===== config.mk =====
export PLATFORM = sky130hd
export DESIGN_NAME = vga_timing_axis_counter
export DESIGN_NICKNAME = d
export VERILOG_FILES = /design/src/rtl/vga_timing_axis_counter.sv
export SDC_FILE = /design/constraint.sdc
export NUM_CORES = 1
export LEC_CHECK = 0
export BUFFER_PORTS_ARGS = -buffer_cell sky130_fd_sc_hd__buf_4
export CORE_MARGIN = 2
export CORE_UTILIZATION = 35
export CTS_BUF_LIST = sky130_fd_sc_hd__clkbuf_8
export DETAILED_ROUTE_END_ITERATION = 12
export PLACE_DENSITY = 0.53
export SKIP_LAST_GASP = 1
export SLEW_MARGIN = 20
export SYNTH_ARGS = -nofsm -noshare
export SYNTH_HDL_FRONTEND = slang
export SYNTH_SLANG_ARGS = --single-unit

===== constraint.sdc =====
create_clock -name control_clock -period 2 [get_ports control_clock]
set_clock_uncertainty 0.15 [all_clocks]
set_input_delay 0 -clock control_clock [delete_from_list [all_inputs] [get_ports control_clock]]
set_output_delay 0 -clock control_clock [all_outputs]
set_load 0.005 [all_outputs]

===== src/rtl/vga_timing_axis_counter.sv =====
// vga_timing_axis_counter: registered timing counter for one VGA axis.
// Counts 0..WHOLE_FRAME-1 under advance_enable and produces zero, blanking
// and sync flags that are aligned with counter_out on the same cycle.
// wrap_pulse is combinational so a horizontal instance can step a vertical one.
// Optional build macro VGA_COUNTER_RUNTIME_LIMITS_EN adds cfg_* ports and
// shadow/active limit registers; active limits only change on a wrap edge.
module vga_timing_axis_counter #(
    parameter int COUNTER_SIZE    = 11,
    parameter int WHOLE_FRAME     = 1328,
    parameter int THRESHOLD       = 1072,
    parameter int SYNC_START      = 1096,
    parameter int SYNC_END        = 1232,
    parameter int SYNC_ACTIVE_LOW = 1
) (
    input  logic                    control_clock,
    input  logic                    control_reset_n,
    input  logic                    advance_enable,
    input  logic                    count_clear,
`ifdef VGA_COUNTER_RUNTIME_LIMITS_EN
    input  logic                    cfg_load,
    input  logic [COUNTER_SIZE-1:0] cfg_whole_frame,
    input  logic [COUNTER_SIZE-1:0] cfg_threshold,
    input  logic [COUNTER_SIZE-1:0] cfg_sync_start,
    input  logic [COUNTER_SIZE-1:0] cfg_sync_end,
`endif
    output logic [COUNTER_SIZE-1:0] counter_out,
    output logic                    zero_detected,
    output logic                    threshold_detected,
    output logic                    sync_out,
    output logic                    wrap_pulse
);

    // The period is held as its last count so WHOLE_FRAME = 2^COUNTER_SIZE fits.
    localparam logic [COUNTER_SIZE-1:0] P_LAST = COUNTER_SIZE'(WHOLE_FRAME - 1);
    localparam logic [COUNTER_SIZE-1:0] P_THR  = COUNTER_SIZE'(THRESHOLD);
    localparam logic [COUNTER_SIZE-1:0] P_SS   = COUNTER_SIZE'(SYNC_START);
    localparam logic [COUNTER_SIZE-1:0] P_SE   = COUNTER_SIZE'(SYNC_END);
    localparam logic                    P_IDLE = 1'(SYNC_ACTIVE_LOW);

    logic [COUNTER_SIZE-1:0] w_cur_last;   // limit governing this cycle's wrap
    logic [COUNTER_SIZE-1:0] w_nxt_thr;    // limits that apply to the next count
    logic [COUNTER_SIZE-1:0] w_nxt_ss;
    logic [COUNTER_SIZE-1:0] w_nxt_se;
    logic [COUNTER_SIZE-1:0] w_next;
    logic                    w_wrap;
    logic                    w_nxt_in_sync;

`ifdef VGA_COUNTER_RUNTIME_LIMITS_EN
    logic [COUNTER_SIZE-1:0] r_last, r_thr, r_ss, r_se;
    logic [COUNTER_SIZE-1:0] r_sh_last, r_sh_thr, r_sh_ss, r_sh_se;
    logic [COUNTER_SIZE-1:0] w_cfg_last;
    logic [COUNTER_SIZE-1:0] w_nxt_last;

    // cfg_whole_frame of 0 therefore means a full 2^COUNTER_SIZE period.
    assign w_cfg_last = cfg_whole_frame - 1'b1;
    assign w_cur_last = r_last;

    // A load coinciding with the wrap bypasses the shadows so it is not lost a line.
    always_comb begin
        w_nxt_last = r_last;
        w_nxt_thr  = r_thr;
        w_nxt_ss   = r_ss;
        w_nxt_se   = r_se;
        if (w_wrap) begin
            if (cfg_load) begin
                w_nxt_last = w_cfg_last;
                w_nxt_thr  = cfg_threshold;
                w_nxt_ss   = cfg_sync_start;
                w_nxt_se   = cfg_sync_end;
            end else begin
                w_nxt_last = r_sh_last;
                w_nxt_thr  = r_sh_thr;
                w_nxt_ss   = r_sh_ss;
                w_nxt_se   = r_sh_se;
            end
        end
    end

    // Shadow registers capture the cfg_* values whenever cfg_load is high.
    always_ff @(posedge control_clock or negedge control_reset_n) begin
        if (!control_reset_n) begin
            r_sh_last <= P_LAST;
            r_sh_thr  <= P_THR;
            r_sh_ss   <= P_SS;
            r_sh_se   <= P_SE;
        end else if (cfg_load) begin
            r_sh_last <= w_cfg_last;
            r_sh_thr  <= cfg_threshold;
            r_sh_ss   <= cfg_sync_start;
            r_sh_se   <= cfg_sync_end;
        end
    end

    // Active limits move only at a line boundary so the period never changes mid-line.
    always_ff @(posedge control_clock or negedge control_reset_n) begin
        if (!control_reset_n) begin
            r_last <= P_LAST;
            r_thr  <= P_THR;
            r_ss   <= P_SS;
            r_se   <= P_SE;
        end else begin
            r_last <= w_nxt_last;
            r_thr  <= w_nxt_thr;
            r_ss   <= w_nxt_ss;
            r_se   <= w_nxt_se;
        end
    end
`else
    assign w_cur_last = P_LAST;
    assign w_nxt_thr  = P_THR;
    assign w_nxt_ss   = P_SS;
    assign w_nxt_se   = P_SE;
`endif

    // Wrap strobe: a clear in the last cycle suppresses it so cascades do not step.
    assign w_wrap     = (counter_out == w_cur_last) && advance_enable && !count_clear;
    assign wrap_pulse = w_wrap;

    // Next count in priority order: clear, hold, wrap, increment.
    always_comb begin
        w_next = counter_out;
        if (count_clear)
            w_next = '0;
        else if (!advance_enable)
            w_next = counter_out;
        else if (counter_out == w_cur_last)
            w_next = '0;
        else
            w_next = counter_out + 1'b1;
    end

    // Empty window (start >= end) can never satisfy both bounds.
    assign w_nxt_in_sync = (w_next >= w_nxt_ss) && (w_next < w_nxt_se);

    // Count and flags share one edge; flags decode the next count for zero latency.
    always_ff @(posedge control_clock or negedge control_reset_n) begin
        if (!control_reset_n) begin
            counter_out        <= '0;
            zero_detected      <= 1'b1;
            threshold_detected <= 1'b0;
            sync_out           <= P_IDLE;
        end else begin
            counter_out        <= w_next;
            zero_detected      <= (w_next == '0);
            threshold_detected <= (w_next >= w_nxt_thr);
            sync_out           <= w_nxt_in_sync ? ~P_IDLE : P_IDLE;
        end
    end

endmodule


== Word level (Yosys, flattened, before mapping) ==
Index checks and enable logic that the tools add are counted.
Word-level totals
  register bits: 14
  input bits: 4
  output and inout port bits: 15
  word-level logic and storage cells: 18
Cells by class
  add/subtract/negate cells: 1
  $lt $le $gt $ge: 3
  equal/unequal tests: 1
  mux-type cells: 4
  reductions and logical operators: 5
Operator list (number)
  11-bit two-way mux: 3
  11-bit >= comparator, second input constant: 2
  11-bit by 1-bit adder with 11-bit output, second input constant: 1
  11-bit == test, second input constant: 1
  11-bit logical NOT: 1
  11-bit < comparator, second input constant: 1
  1-bit logical AND: 3
  1-bit logical NOT: 1
  1-bit two-way mux: 1

== Longest topological paths before layout ==
Gate-level depths: netlist (run 1).
  word-level depth: 7
  depth in mapped cells: 8
  depth with buffers taken out: 6

== Worst setup path after synthesis (run 1) ==
No wires, ideal clock.
  path type: register -> register
  from: reg counter_out[1]
  to: reg threshold_detected
  setup time: 0.073 ns
  arrival: 1.733 ns
  required time: 1.777 ns
  slack: 0.044 ns
  cell stages (with the launch flop): 8
  buffers on the path: 1
  period minus slack after synthesis: 1.956 ns
  cells stage by stage: dfrtp_1 > ha_1 > and4_1 > buf_6 > nand2_4 > or4_4 > o21ai_2 > a21boi_2
Between the ends
  cells in the longest elaborated chain, start to end: 5
  elaborated cells between the ends (all ways): 6
  classes of those cells: add/sub (1); order compare (1); eq/ne (1); mux (3)
Ends and longest elaborated chain
  from (decl): line 26  | output logic [COUNTER_SIZE-1:0] counter_out,
  from (signal assigned): line 143  | counter_out <= w_next;
  11-bit by 1-bit adder with 11-bit output or 11-bit == test (tied branches): line 129, 126
  11-bit two-way mux (*): line 126  | else if (counter_out == w_cur_last)
  11-bit two-way mux (*): line 124  | else if (!advance_enable)
  11-bit two-way mux (*): line 122  | if (count_clear)
  net w_next[10]: line 44  | logic [COUNTER_SIZE-1:0] w_next;
  11-bit >= comparator (*): line 145  | threshold_detected <= (w_next >= w_nxt_thr);
  to (signal assigned): line 145
  to (decl): line 28  | output logic threshold_detected,
Mark *: on every way through the listed nets, which the timed path passes. The rest lies on a longest branch.

== Final worst setup path (run 1) ==
  from: reg counter_out[0]
  to: reg threshold_detected
The elaborated chain is that of the path after synthesis.

==> results_dict.tcl, run 1 <==
set metrics [dict create \
    start_util 0.3785 \
    area_delta_synth_final_pct 30.14 \
    power.leakage_nw 0.5411 \
    num_antenna_cells 0 \
    worst_pin_slew_ps 578.6 \
    clk_latency_ps 240 \
    antenna_found_initial 0 \
    synth.cell_area_um2 954.7 \
    grt_use_total 0.1587 \
    hold_class "in2async" \
    io_pins 19 \
    vias_per_cell 5.191 \
    ys_seq_elements 14 \
    fillers 249 \
    hold_viol_final 0 \
    vias 841 \
    cts.clk_slew.worst_paths_ps 60 \
    period_share 0.9487 \
    nNetsFinal 139 \
    most-common-layout-cells "buf_4 (28), nor2_1 (15), dfrtp_1 (12), xnor2_1 (8), nand2_1 (7)" \
    max_cap_violations 0 \
    die_h_um 56.23 \
    grt_max_degree 13 \
    ant_nets 0 \
    total_power_mw 0.6027 \
    grt_pass1_vias 813 \
    slew-limit-headroom 0.6130 \
    synth_cells 106 \
    drc_errors 0 \
    drtIter0Drc 21 \
    dr.pass1.iters 4 \
    final_common_cell "buf_4" \
    finalSetupViolCount 0 \
    cts.htree.levels 1 \
    routed_wl_mm 2.281 \
    cts_buffer_depth 2 \
    worstSetupPathType "reg2reg" \
    grt_pass1_wl_mm 3.898 \
    numPortBuffers 18 \
    ir_worst_vdd_mv 0.3994 \
    root_buffer "clkbuf_8" \
    finalMaxSlewViolations 0 \
    dp.final_hpwl_mm 1.682 \
    syn_avg_cell_area_um2 9.006 \
    async_flop_share 1.000 \
    rows 18 \
    dieArea_mm2 0.003161 \
    synthFlopType "dfrtp_1" \
    utilization 0.4926 \
    syn_nets 111 \
    synth_edf_count 0 \
    core_mm2 0.002522 \
    cp_max_fo 7 \
    synth.distinct_cells 39 \
    wl_per_cell_um 14.08 \
    r2r_end "threshold_detected" \
    status "finished clean" \
    fmax_mhz 527.0 \
    startpoint_type "register" \
    rsz0062_at_grt "yes" \
    cts_tree "done" \
    drive_gt1_frac 0.3258 \
    cts-buffers-inserted 3 \
    routabilityCongestion 0.8478 \
    layout_min_cycle_time_ps 1897 \
    cts.sinks 14 \
    cp.required_ps 2020 \
    overflow 0 \
    ys.warnings.count 0 \
    post_cts_buffers 0 \
    reg2reg_depth 6 \
    p_per_area_mw_per_mm2 485.1 \
    fp.dieW_um 56.23 \
    cp-end-kind "register" \
    r2r_start "counter_out[0]" \
    r2r_slack_ps 100 \
    crit_arrival_ps 1920 \
    synth-seq-area-share 0.3696 \
]
-- stage by stage --
step | hold slack (ps) | setup TNS (ps) | worst slack, ps | cells | cell area, um^2
2_1_floorplan | -445.6 | 0 | 44.34 | 106 | 954.7
3_3_place_gp | -288.8 | 0 | 112.9 | 155 | 1160
3_5_place_dp | -284.9 | 0 | 59.01 | 155 | 1160
4_1_cts | 105.8 | 0 | 34.26 | 162 | 1241
5_1_grt | 103.5 | -5.064 | -5.064 | 162 | 1242
6_report | 111.0 | 0 | 102.6 | 162 | 1242
-- registers in the layout, indices dropped and copies added, names as in the netlist --
register	count
sync_out	1
zero_detected	1
counter_out	11
threshold_detected	1
-- kinds of logic after synthesis --
group                      share of synthesized area
adders and majority gates                    0.01310
and+or+nand+nor                               0.2949
AOI/OAI and AO/OA                             0.1166
buffers and inverters                        0.06552
xor gates and xnor gates                      0.1193
muxes                                        0.02097
DFF                                           0.3696
-- layout make-up --
| cell class | instances | area, um^2 | area share |
|---|---|---|---|
| multi-input cells | 82 | 540.5 | 0.4350 |
| well taps | 30 | 37.54 | 0.03021 |
| repair buffers | 33 | 270.3 | 0.2175 |
| flip-flops and latches | 14 | 352.8 | 0.2840 |
| clock buffers | 3 | 41.29 | 0.03323 |
-- worst max-delay path by stage --
| stage | from | cells after the start | slack (ps) | to |
|---|---|---|---|---|
| final | counter_out[0] | 6 | 100 | threshold_detected |
| after detailed placement | counter_out[1] | 6 | 60 | threshold_detected |
| after global routing | counter_out[1] | 6 | -5 | threshold_detected |
| after floorplan | counter_out[1] | 7 | 40 | threshold_detected |
| after global placement | counter_out[0] | 6 | 110 | threshold_detected |
| after CTS | counter_out[1] | 6 | 30 | threshold_detected |
-- cells in the mapped netlist (2+ instances only) --
library cell / count / area share
dfstp_2: 2 / 0.055
dfrtp_1: 12 / 0.31
o211ai_1: 2 / 0.016
nand4_1: 3 / 0.020
xnor2_1: 8 / 0.073
nor3_1: 5 / 0.026
nor2_1: 15 / 0.059
or2_2: 3 / 0.020
and3_1: 2 / 0.013
nand3_1: 4 / 0.021
nor2b_1: 2 / 0.013
buf_4: 3 / 0.024
nand2_1: 7 / 0.028
nand3b_1: 2 / 0.016
nand2b_1: 2 / 0.013
xor2_1: 5 / 0.046
mux2i_1: 2 / 0.021
o22ai_1: 2 / 0.013
buf_2: 5 / 0.026
-- timing repair --
action                                  4_1_cts  5_1_grt
endpoints found under the hold margin        18        0
endpoints found under the setup margin        0       14
hold buffers                                  4        0
gates resized for setup                       0        1
-- critical path, cell delays in order (launching register included) --
cell and delay (ps):
dfrtp_1 350, ha_1 180, and4_2 340, nand2_4 80, or4_4 480, o21ai_2 90
a21boi_2 170
-- where the power goes --
group / switching (mW) / leakage (nW) / total, mW / internal [mW]
Sequential: 0.00295 / 0.187 / 0.294 / 0.291
Clock: 0.0925 / 0.0216 / 0.225 / 0.133
Combinational: 0.0405 / 0.332 / 0.0829 / 0.0425
Total: 0.136 / 0.541 / 0.603 / 0.467
-- layer usage --
metal	global-route usage	wire length, um	vias to the layer above
li1	-	-	426
met1	0.2045	1024	392
met2	0.2521	1138	19
met3	0.04419	84	4
met4	0.05782	33	0
met5	0	0	-
Note: power is estimated with default switching activity, not from simulation.
==> run 2, diff against run 1 <==
- clock period: 2 -> 1.7 ns (I/O delays scaled with it)
==> run 2 against run 1 <==
  * The run now ends with setup timing left
  * Count of clock-buffer cells in the layout grew 1
  * Clock power grew 50%
  * Combinational power grew 41%
  * Global-route usage grew 2.8 points
  * Final cell count grew 14%
  * Register-to-register slack lost 200 ps
  * Routed wire length grew 20%
  * Via count grew 12%
  * Fmax grew 5.7%
  * Non-clock buffer count grew 21
  * Worst setup slack lost 200 ps
  * Critical path depth grew 1
  * Critical path type unchanged
  * Largest power group unchanged
  * Highest routed layer unchanged
==> results_dict.tcl, run 2 (same netlist as run 1, synthesis figures left out) <==
set metrics [dict create \
    io_pins 19 \
    nNetsFinal 160 \
    cts_buffer_depth 2 \
    ir_worst_vdd_mv 0.4602 \
    drc_errors 0 \
    finalMaxSlewViolations 0 \
    grt_max_degree 13 \
    overflow 0 \
    numPortBuffers 18 \
    worst_pin_slew_ps 607.6 \
    cts.sinks 14 \
    rows 18 \
    power.leakage_nw 0.6618 \
    setup_ws_ps -94.55 \
    hold_viol_final 0 \
    worstSetupPathType "reg2reg" \
    cts.htree.levels 1 \
    intPower_mw 0.6116 \
    cp_max_fo 3 \
    cts.clk_slew.worst_paths_ps 60 \
    die_h_um 56.23 \
    routed.top_layer "met4" \
    crit_arrival_ps 1840 \
    root_buffer "clkbuf_8" \
    clk_latency_ps 250 \
    p_comb_frac 0.145 \
    power_switching_mw 0.1919 \
    dieArea_mm2 0.003161 \
    wl_met2_mm 1.329 \
    routed_wl_mm 2.739 \
    cp-end-kind "register" \
    vias 938 \
    cts_tree "done" \
    cp.required_ps 1740 \
    fmax_mhz 557.2 \
    routabilityCongestion 0.7793 \
    final_common_cell "buf_4" \
    fillers 234 \
    final_cell_count_no_fill 184 \
    drt-met1-wl_mm 1.254 \
    rsz0062_at_grt "yes" \
    hold_class "in2reg" \
    routed-wl-met3_um 73 \
    seqPwrFrac 0.435 \
    top_register "counter_out" \
    drtIter0Drc 3 \
    clkPwrFrac 0.420 \
    grt_pass1_vias 968 \
    period_share 1.056 \
    most-common-layout-cells "buf_4 (49), nor2_1 (12), dfrtp_1 (9), xnor2_1 (8), nand2_1 (7)" \
    largest_reg_flops 11 \
    p_per_area_mw_per_mm2 540.5 \
    antenna_found_initial 0 \
    grt_pass1_wl_mm 4.457 \
    fp.dieW_um 56.23 \
    max_cap_violations 0 \
    slew-limit-headroom 0.5936 \
    grt_use_total 0.1870 \
    dp.final_hpwl_mm 1.906 \
    area_delta_synth_final_pct 55.70 \
    startpoint_type "register" \
    cts-buffers-inserted 3 \
    dp.cells 173 \
    core_mm2 0.002522 \
    ant_nets 0 \
    start_util 0.3785 \
    num_antenna_cells 0 \
    status "finished, violations left" \
    drive_gt1_frac 0.5000 \
    utilization 0.5893 \
    dr.pass1.iters 4 \
    vias_per_cell 5.098 \
    violations "setup timing" \
    finalSetupViolCount 3 \
    wl_per_cell_um 14.89 \
    sw_frac_of_total 0.2388 \
    layout_min_cycle_time_ps 1795 \
]
[run 2: repair_timing]
| action | in CTS | in global routing |
|---|---|---|
| endpoints found under the hold margin | 17 | 0 |
| pin swaps | 2 | 3 |
| hold buffers | 4 | 0 |
| endpoints found under the setup margin | 15 | 15 |
| setup buffers | 2 | 1 |
| resized for setup | 9 | 6 |
[run 2: final timing paths]
path,startpoint,cells past startpoint,end,slack [ps]
setup / recovery,counter_out[1],7,zero_detected,-90
hold / removal,advance_enable,4,counter_out[2],40
setup reg to reg,counter_out[1],7,zero_detected,-90
hold reg to reg,counter_out[8],2,sync_out,500
max in group asynchronous,control_reset_n,3,counter_out[1],240
min in group asynchronous,control_reset_n,2,zero_detected,100
[run 2: critical path: stages, from the launching register on]
cell	delay, ps
dfrtp_2	430
ha_4	170
buf_4	140
nor4bb_4	270
nor2_1	70
o22ai_1	190
and2_1	150
a41o_1	160
[run 2: cell type report]
class / instances / area, um^2 / area share
clock buffers: 4 / 55.05 / 0.03704
multi-input cells: 82 / 609.3 / 0.4099
flip-flops and latches: 14 / 356.6 / 0.2399
well taps: 30 / 37.54 / 0.02525
repair buffers: 54 / 427.9 / 0.2879
[run 2: per-stage QoR]
| step | setup slack (ps) | hold slack [ps] | instance area [um^2] | TNS (ps) | power, mW |
|---|---|---|---|---|---|
| 2_1_floorplan | -151.0 | -445.6 | 974.7 | -896.3 | 0.4039 |
| 3_3_place_gp | -157.3 | -287.6 | 1309 | -817.3 | 0.4492 |
| 3_5_place_dp | -157.2 | -287.8 | 1309 | -1190 | 0.4510 |
| 4_1_cts | -103.3 | 50.11 | 1460 | -371.1 | 0.7987 |
| 5_1_grt | -154.1 | 104.8 | 1486 | -573.2 | 0.8331 |
| 6_report | -94.55 | 42.01 | 1486 | -246.2 | 0.8035 |
[run 2: per-layer routing]
layer,track usage,up-vias
met5,0,-
met4,0.09184,0
met3,0.03023,8
met2,0.3126,17
met1,0.2314,451
li1,-,462
[run 2: power by group through the flow]
stage          clock network, mW  registers [mW]  logic, mW
5_1_grt                    0.355           0.350      0.127
3_3_place_gp                   0           0.355     0.0946
2_1_floorplan                  0           0.358     0.0460
3_5_place_dp                   0           0.355     0.0955
6_report                   0.337           0.350      0.117
4_1_cts                    0.339           0.350      0.109
